$ cat config.mk
export PLATFORM = sky130hd
export DESIGN_NAME = expansion_port_monitor
export DESIGN_NICKNAME = d
export VERILOG_FILES = /design/src/rtl/expansion_port_monitor.sv
export SDC_FILE = /design/constraint.sdc
export NUM_CORES = 2
export LEC_CHECK = 0
export CAP_MARGIN = 5
export CORE_ASPECT_RATIO = 0.75
export CORE_MARGIN = 1
export CORE_UTILIZATION = 30
export CTS_CLUSTER_SIZE = 30
export DETAILED_ROUTE_END_ITERATION = 12
export MAX_ROUTING_LAYER = met4
export PLACE_DENSITY = 0.48
export SLEW_MARGIN = 20
export SYNTH_ARGS = -nofsm -noshare
export SYNTH_HDL_FRONTEND = slang
export SYNTH_SLANG_ARGS = --single-unit
$ cat constraint.sdc
create_clock -name clk -period 7.5 [get_ports clk]
set_input_delay 2.25 -clock clk [delete_from_list [all_inputs] [get_ports clk]]
set_output_delay 2.25 -clock clk [all_outputs]
set_load 0.05 [all_outputs]
$ cat src/rtl/expansion_port_monitor.sv
// rtl/expansion_port_monitor.sv - connector pin edge monitor with 8-LED display window
module expansion_port_monitor #(
    parameter int NUM_PINS     = 22,
    parameter int SYNC_STAGES  = 2,
    parameter int CNT_WIDTH    = 8,
    parameter int STRETCH_BITS = 22,
    parameter int SEL_WIDTH    = 5
) (
    input  logic                 clk,
    input  logic                 nRESET,
    input  logic [NUM_PINS-1:0]  pins,
    input  logic [1:0]           mode,
    input  logic [SEL_WIDTH-1:0] sel,
    input  logic                 clr,
    output logic [NUM_PINS-1:0]  activity,
    output logic [7:0]           led
);

    localparam int ARM_W = $clog2(SYNC_STAGES + 2);
    localparam logic [ARM_W-1:0] ARM_LIMIT = ARM_W'(SYNC_STAGES + 1);

    localparam logic [1:0] MODE_LIVE    = 2'd0;
    localparam logic [1:0] MODE_STRETCH = 2'd1;
    localparam logic [1:0] MODE_COUNT   = 2'd2;
    localparam logic [1:0] MODE_STICKY  = 2'd3;

    logic [NUM_PINS-1:0]     sync_q [SYNC_STAGES];
    logic [NUM_PINS-1:0]     sync_d [SYNC_STAGES];
    logic [NUM_PINS-1:0]     prev_q, prev_d;
    logic [NUM_PINS-1:0]     sticky_q, sticky_d;
    logic [CNT_WIDTH-1:0]    cnt_q [NUM_PINS];
    logic [CNT_WIDTH-1:0]    cnt_d [NUM_PINS];
    logic [STRETCH_BITS-1:0] str_q [NUM_PINS];
    logic [STRETCH_BITS-1:0] str_d [NUM_PINS];
    logic [ARM_W-1:0]        arm_q, arm_d;
    logic [7:0]              led_q, led_d;

    logic [NUM_PINS-1:0] sync;
    logic [NUM_PINS-1:0] edge_v;
    logic [NUM_PINS-1:0] stretch_on;
    logic                armed;

    assign sync     = sync_q[SYNC_STAGES-1];
    assign armed    = (arm_q == ARM_LIMIT);
    assign activity = sticky_q;
    assign led      = led_q;

    // Edge detection is held off until the synchroniser and prev register hold real pin data.
    always_comb begin
        arm_d     = armed ? arm_q : arm_q + 1'b1;
        sync_d[0] = pins;
        for (int s = 1; s < SYNC_STAGES; s++) begin
            sync_d[s] = sync_q[s-1];
        end
        prev_d = sync;
        edge_v = armed ? (sync ^ prev_q) : '0;
    end

    always_comb begin
        sticky_d = sticky_q;
        for (int i = 0; i < NUM_PINS; i++) begin
            stretch_on[i] = |str_q[i];
            cnt_d[i]      = cnt_q[i];
            str_d[i]      = str_q[i];
            if (clr) begin
                cnt_d[i]    = '0;
                str_d[i]    = '0;
                sticky_d[i] = 1'b0;
            end else if (edge_v[i]) begin
                cnt_d[i]    = (&cnt_q[i]) ? cnt_q[i] : cnt_q[i] + 1'b1;
                str_d[i]    = '1;
                sticky_d[i] = 1'b1;
            end else if (stretch_on[i]) begin
                str_d[i] = str_q[i] - 1'b1;
            end
        end
    end

    // Window LEDs past the last pin stay dark.
    always_comb begin
        int sel_i;
        sel_i = int'(sel);
        led_d = '0;
        if (mode == MODE_COUNT) begin
            for (int i = 0; i < NUM_PINS; i++) begin
                if (sel_i == i) begin
                    led_d = cnt_q[i][7:0];
                end
            end
        end else begin
            for (int j = 0; j < 8; j++) begin
                for (int i = 0; i < NUM_PINS; i++) begin
                    if (sel_i + j == i) begin
                        case (mode)
                            MODE_LIVE:    led_d[j] = sync[i];
                            MODE_STRETCH: led_d[j] = stretch_on[i];
                            MODE_STICKY:  led_d[j] = sticky_q[i];
                            default:      led_d[j] = 1'b0;
                        endcase
                    end
                end
            end
        end
    end

    always_ff @(posedge clk or negedge nRESET) begin
        if (!nRESET) begin
            for (int s = 0; s < SYNC_STAGES; s++) begin
                sync_q[s] <= '0;
            end
            for (int i = 0; i < NUM_PINS; i++) begin
                cnt_q[i] <= '0;
                str_q[i] <= '0;
            end
            prev_q   <= '0;
            sticky_q <= '0;
            arm_q    <= '0;
            led_q    <= '0;
        end else begin
            sync_q   <= sync_d;
            cnt_q    <= cnt_d;
            str_q    <= str_d;
            prev_q   <= prev_d;
            sticky_q <= sticky_d;
            arm_q    <= arm_d;
            led_q    <= led_d;
        end
    end

endmodule

# Word-level counts from Yosys, hierarchy flattened

Index checks and enable logic that the tools add are counted.

Add/sub/neg operators: 52
Multipliers: 0
Div/mod/pow operators: 0
$lt $le $gt $ge: 0
Equality and inequality tests: 194
Shift-type cells: 0
Mux-type cells: 398
Bitwise gates (word level): 1
Reduce and logical (&&, ||, !) cells: 120

Operators by type and width:

| operator              | number |
|---|---|
| $eq 32x5->1 const B   | 56 |
| $mux 22               | 67 |
| $eq 32x6->1 const B   | 35 |
| $eq 32x4->1 const B   | 28 |
| $mux 8                | 89 |
| $reduce_or 22->1      | 22 |
| $sub 22x1->22 const B | 22 |
| $eq 32x3->1 const B   | 14 |
| $logic_not 32->1      | 8 |
| $eq 32x2->1 const B   | 7 |
| $mux 1                | 220 |
| $add 8x1->8 const B   | 22 |
| $reduce_and 8->1      | 22 |
| $eq 5x5->1 const B    | 14 |
| $pmux 1 s3            | 22 |
| $reduce_bool 3->1     | 22 |
| $ne 2x2->1 const B    | 22 |
| $reduce_and 2->1      | 22 |
| $reduce_bool 2->1     | 22 |
| $eq 6x5->1 const B    | 7 |
| $add 5x3->6 const B   | 4 |
| $xor 22x22->22        | 1 |
| $eq 5x4->1 const B    | 4 |
| $add 5x2->6 const B   | 2 |
| other kinds (8)       | 11 |

Register bits after elaboration: 758
Bits in latches: 0
RAM bits: 0
Memory bits (read-only): 0
Input port bits: 32
Output and inout bits: 30
Word-level logic and storage cells: 836
Memories kept: 0

# Logic depth before layout (Yosys ltp)

Depth after elaboration: 25
Gate-level depth with buffers: 15
Mapped depth without buffers: 10

# Worst setup path before layout

Ideal clock, no wire load.

Path kind: in2reg
Start point: in sel[1]
End point: reg led_q[7] (netlist: led[7])
Setup time: 0.071 ns
Data arrival time: 5.201 ns
Required time: 7.429 ns
Slack: 2.228 ns
Cell stages on the path: 14
Path buffers: 4
Cell sequence: clkbuf_1 inv_1 clkbuf_1 clkbuf_1 ha_1 clkbuf_1 or4b_2 o41ai_1 a31oi_1 a211oi_1 a211oi_1 a211o_1 a311o_1 nand4_1

Cells in the longest elaborated chain, start to end: 25
Elaborated cells between the ends (all ways): 90
Those cells by class: add/sub: 1; eq/ne: 42; mux: 45; reduce/logical: 2

Ends and longest elaborated chain:

| item                  | RTL line | source |
|---|---|---|
| from (decl)           | 13       | `input logic [SEL_WIDTH-1:0] sel,` |
| $add 5x3->6           | 93       | `if (sel_i + j == i) begin` |
| $logic_not 32->1      | 93       |  |
| $mux 1 (22 in series) | 93       |  |
| $mux 8 (*)            | 84       | `if (mode == MODE_COUNT) begin` |
| via led_d[7]          | 36       | `logic [7:0] led_q, led_d;` |
| to (signal assigned)  | 126      | `led_q <= led_d;` |
| to (decl)             | 36       |  |

Mark *: on every way through the listed nets, which the timed path passes. The rest lies on a longest branch.
A chain may end at the register's enable or synchronous reset.

# Worst setup path after layout

Start point: in sel[2]
End point: reg led_q[7] (netlist: led[7])

The elaborated chain is that of the path after synthesis.

==> results_dict.tcl <==
set metrics [dict create \
    ctsRootBufferMaster "sky130_fd_sc_hd__clkbuf_16" \
    cts.reportedPaths.clkPinSlew_ns 0.06 \
    r2r_slack_ns 3.29 \
    clk_sinks 758 \
    chipWidth_um 429 \
    synth_edf_count 0 \
    maximum_ir_drop_on_the_vdd_rail_mv 0.144 \
    io-pin-count 62 \
    total_length_of_routed_met2_wires_um 52000 \
    grt_start_max_net_pins 149 \
    hold_buffers 0 \
    final_wtd_congestion 0.992 \
    ys.flop_type "sky130_fd_sc_hd__dfrtp_1" \
    cts_tree "yes" \
    port_buffers 61 \
    maxCapViolations 0 \
    synth.net_count 4579 \
    hold-path-endpoint "prev_d[0]$_DFF_PN0_" \
    post_cts_resize_count 0 \
    track_usage 0.188 \
    max_freq_mhz 184 \
    sw_frac_of_total 0.297 \
    placedCellCount 6200 \
    post-cts-setup-buffers 0 \
    post_layout_nonfiller_instances 6351 \
    final_net_count 4582 \
    least_margin_pin_slew_ns 1.20 \
    die_y_um 323 \
    finalSetupViolCount 0 \
    power_density_nw_per_um2 236 \
    min_from "sync_d[0]$_DFF_PN0_" \
    hold_depth 0 \
    vias 34400 \
    worst_ep_arrival_time_ns 5.96 \
    synth_async_sr_flop_share 1.00 \
    layout-drive-gt1-share 0.0690 \
    grt_first_pass_wirelength_um 201000 \
    dp.final_hpwl_um 88400 \
    cts_buffer_depth 3 \
    timing.critical_path.from "sel[2]" \
    initial_utilization 0.303 \
    mappedNetlistArea_um2 41100 \
    net-switching-power_mw 3.26 \
    syn-instance-count 4496 \
    portion_of_the_post_synthesis_area_used_by_sequential_elements 0.461 \
    power.leakage_nw 18.1 \
    synth.lib_cells_used.distinct 86 \
    seq_power_share 0.442 \
    dpl_cell_area_um2 43800 \
    worst-path-max-fanout 28 \
    power_report.internal_total_mw 7.73 \
    combPwrFrac 0.154 \
    overflow 0 \
    clock_insertion_delay_worst_skew_ns 0.70 \
    drc 0 \
    maxSlewViolCount 0 \
    postRouteAntennaNets 0 \
    timing.setup.tns_ns 0 \
    post-route-period-util 0.724 \
    1st_iter_drt_viols 3154 \
    worst_setup_path_start_kind "input port" \
    detailedRoute.firstPassIterationCount 6 \
    design.die.area_um2 139000 \
    floorplan.core_area_um2 136000 \
    timing.critical_path.required_ns 8.03 \
    layout_min_cycle_time_ns 5.43 \
    timing.setup.critical_path_class "input port to flop" \
    floorplan.rows 117 \
    drt-met1-wl_um 64900 \
    timing.final.hold_violations 0 \
    met3_length_um 7540 \
    wl_um 128000 \
    cts_max_level 3 \
    regToRegEndpoint "led[4]$_DFF_PN0_" \
    detail_route.wl_per_cell_um 20.2 \
    highest_routed_metal_layer "met4" \
    clock_skew_ns 0.0314 \
    first_global_vias 32600 \
    areaGrowthSynthToFinish_pct 13.5 \
    result_of_the_run "finished, final reports clean" \
    setup_repair_after_global_routing_missed_its_margin "false" \
    drt-vias-per-instance 5.41 \
    postSynthRegisterBits 758 \
    end_kind "flop" \
    power.clock.fraction 0.404 \
    synth_area_per_cell_um2 9.14 \
    yosysWarningCount 0 \
    initial_antenna_violation_count 6 \
    fin_area_um2 46700 \
    maxSlewHeadroom 0.200 \
    hold_path_class "flop to flop" \
    rr_worst_depth 10 \
    worst_r2r_startpoint "str_q[220]$_DFFE_PN0P_" \
    tritoncts.num_buffers 82 \
]
==> per-layer routing <==
| metal | vias to the layer above | track usage |
|---|---|---|
| met5 | - | - |
| met4 | 0 | 0.0576 |
| met3 | 236 | 0.0328 |
| met2 | 971 | 0.255 |
| met1 | 16900 | 0.280 |
| li1 | 16200 | - |
==> sequential cells by signal, indices dropped and copies added (netlist names) <==
signal,count
prev_q,22
activity,22
cnt_q,176
arm_q,2
sync_d,22
led,8
str_q,484
prev_d,22
==> per-stage QoR <==
stage / utilization / hold slack, ns / setup slack (ns) / total power [mW]
finish: 0.344 / 0.348 / 2.07 / 11.0
floorplan: - / 0.331 / 2.23 / 5.97
global route: 0.344 / 0.354 / 2.09 / 11.5
CTS: 0.343 / 0.349 / 2.34 / 11.1
detailed placement: 0.322 / 0.336 / 1.58 / 6.60
global placement: 0.322 / 0.334 / 1.57 / 6.59
==> worst max-delay path, stage by stage <==
cell                       delay (ns)
sky130_fd_sc_hd__buf_2           0.50
sky130_fd_sc_hd__buf_4           0.41
sky130_fd_sc_hd__buf_4           0.30
sky130_fd_sc_hd__or3b_2          0.64
sky130_fd_sc_hd__o21ai_0         0.14
sky130_fd_sc_hd__nand2_1         0.09
sky130_fd_sc_hd__o211ai_1        0.18
sky130_fd_sc_hd__a41o_1          0.31
sky130_fd_sc_hd__a31oi_1         0.16
sky130_fd_sc_hd__o21ai_0         0.78
sky130_fd_sc_hd__nand4_1         0.16
==> synth_stat cells (12+ instances only) <==
cell type / count / share of area
sky130_fd_sc_hd__nor4b_1: 18 / 0.0038
sky130_fd_sc_hd__o21ai_0: 152 / 0.019
sky130_fd_sc_hd__nand3b_1: 41 / 0.0075
sky130_fd_sc_hd__inv_1: 94 / 0.0086
sky130_fd_sc_hd__o21bai_1: 23 / 0.0042
sky130_fd_sc_hd__nor3_1: 181 / 0.022
sky130_fd_sc_hd__a22oi_1: 29 / 0.0053
sky130_fd_sc_hd__and3_1: 29 / 0.0044
sky130_fd_sc_hd__a31oi_1: 79 / 0.012
sky130_fd_sc_hd__nand4_1: 80 / 0.012
sky130_fd_sc_hd__a221oi_1: 18 / 0.0038
sky130_fd_sc_hd__dfrtp_1: 758 / 0.46
sky130_fd_sc_hd__xor2_1: 214 / 0.046
sky130_fd_sc_hd__buf_1: 23 / 0.0021
sky130_fd_sc_hd__or4_1: 62 / 0.011
sky130_fd_sc_hd__xnor2_1: 327 / 0.070
sky130_fd_sc_hd__nor3b_1: 21 / 0.0038
sky130_fd_sc_hd__nand2_1: 354 / 0.032
sky130_fd_sc_hd__a21o_1: 23 / 0.0042
sky130_fd_sc_hd__clkbuf_1: 194 / 0.018
sky130_fd_sc_hd__or3b_2: 12 / 0.0026
sky130_fd_sc_hd__nor2b_1: 23 / 0.0035
sky130_fd_sc_hd__or2_2: 28 / 0.0043
sky130_fd_sc_hd__o211ai_1: 26 / 0.0047
sky130_fd_sc_hd__or3_1: 92 / 0.014
sky130_fd_sc_hd__a211oi_1: 17 / 0.0031
sky130_fd_sc_hd__mux2_2: 29 / 0.0079
sky130_fd_sc_hd__ha_1: 51 / 0.016
sky130_fd_sc_hd__o22ai_1: 33 / 0.0050
sky130_fd_sc_hd__a21oi_1: 573 / 0.070
sky130_fd_sc_hd__nor2_1: 422 / 0.039
sky130_fd_sc_hd__o31ai_1: 33 / 0.0060
sky130_fd_sc_hd__nor4_1: 120 / 0.018
sky130_fd_sc_hd__nand2b_1: 39 / 0.0059
sky130_fd_sc_hd__nand3_1: 108 / 0.013
==> cell type report <==
class,instances,area [um2]
Fill cell,14000,89200
Multi-Input combinational cell,3422,21000
Sequential cell,758,19000
Clock buffer,113,2360
Tap cell,1785,2230
Timing Repair Buffer,138,1200
Clock inverter,34,547
Inverter,97,364
Antenna cell,4,10.0
==> power by group through the flow <==
| stage | Clock (mW) | Sequential [mW] | Combinational (mW) |
|---|---|---|---|
| 2_1_floorplan | 0 | 4.86 | 1.10 |
| 3_3_place_gp | 0 | 4.92 | 1.67 |
| 3_5_place_dp | 0 | 4.92 | 1.68 |
| 4_1_cts | 4.60 | 4.85 | 1.69 |
| 5_1_grt | 4.75 | 4.91 | 1.87 |
| 6_report | 4.45 | 4.86 | 1.69 |
==> how the worst max path moves through the flow <==
stage | slack [ns] | endpoint | cells after the start
final | 2.07 | led[7]$_DFF_PN0_ | 11
after global routing | 2.09 | led[7]$_DFF_PN0_ | 10
after CTS | 2.34 | led[7]$_DFF_PN0_ | 11
after detailed placement | 1.58 | led[7]$_DFF_PN0_ | 11
after global placement | 1.57 | led[7]$_DFF_PN0_ | 11
after floorplan | 2.23 | led[7]$_DFF_PN0_ | 14
==> cell families (layout without fill, tap and decap cells) <==
| family | Yosys count | count (layout) | share of synthesized area |
|---|---|---|---|
| AND/OR/NAND/NOR | 1668 | 1668 | 0.206 |
| AO/OA/AOI/OAI | 1123 | 1123 | 0.162 |
| flip-flops | 758 | 758 | 0.461 |
| XOR/XNOR | 541 | 541 | 0.115 |
| buffers and inverters | 316 | 382 | 0.0289 |
| adder cells (fa/ha/maj) | 51 | 51 | 0.0155 |
| multiplexers | 39 | 39 | 0.0107 |
| other | 0 | 4 | 0 |
==> placed cells by master (no fill, tap or decap), drive strengths merged, types with 11 or more instances in the layout <==
cell type      netlist  final
nand2              354    354
bufinv               0     13
or2                 28     28
a221oi              19     19
a211oi              18     18
clkbuf             194    113
xor2               214    214
nand3              108    108
nor4b               18     18
clkdlybuf4s50        0     52
and3                29     29
o31ai               33     33
nor2               422    422
xnor2              327    327
o21bai              23     23
or3                 94     94
a21oi              573    573
o21ai              155    155
inv                 95     99
nand2b              39     39
nor3               182    182
o221ai              11     11
o22ai               33     33
ha                  51     51
nand4               80     80
buf                 25     86
mux2                29     29
dfrtp              758    758
a21o                24     24
nor2b               23     23
nor4               121    121
clkinv               2     15
a31oi               79     79
o211ai              26     26
nand3b              41     41
or3b                13     13
or4                 62     62
a22oi               29     29
nor3b               21     21
No activity file was read; power rests on OpenSTA's default activity.
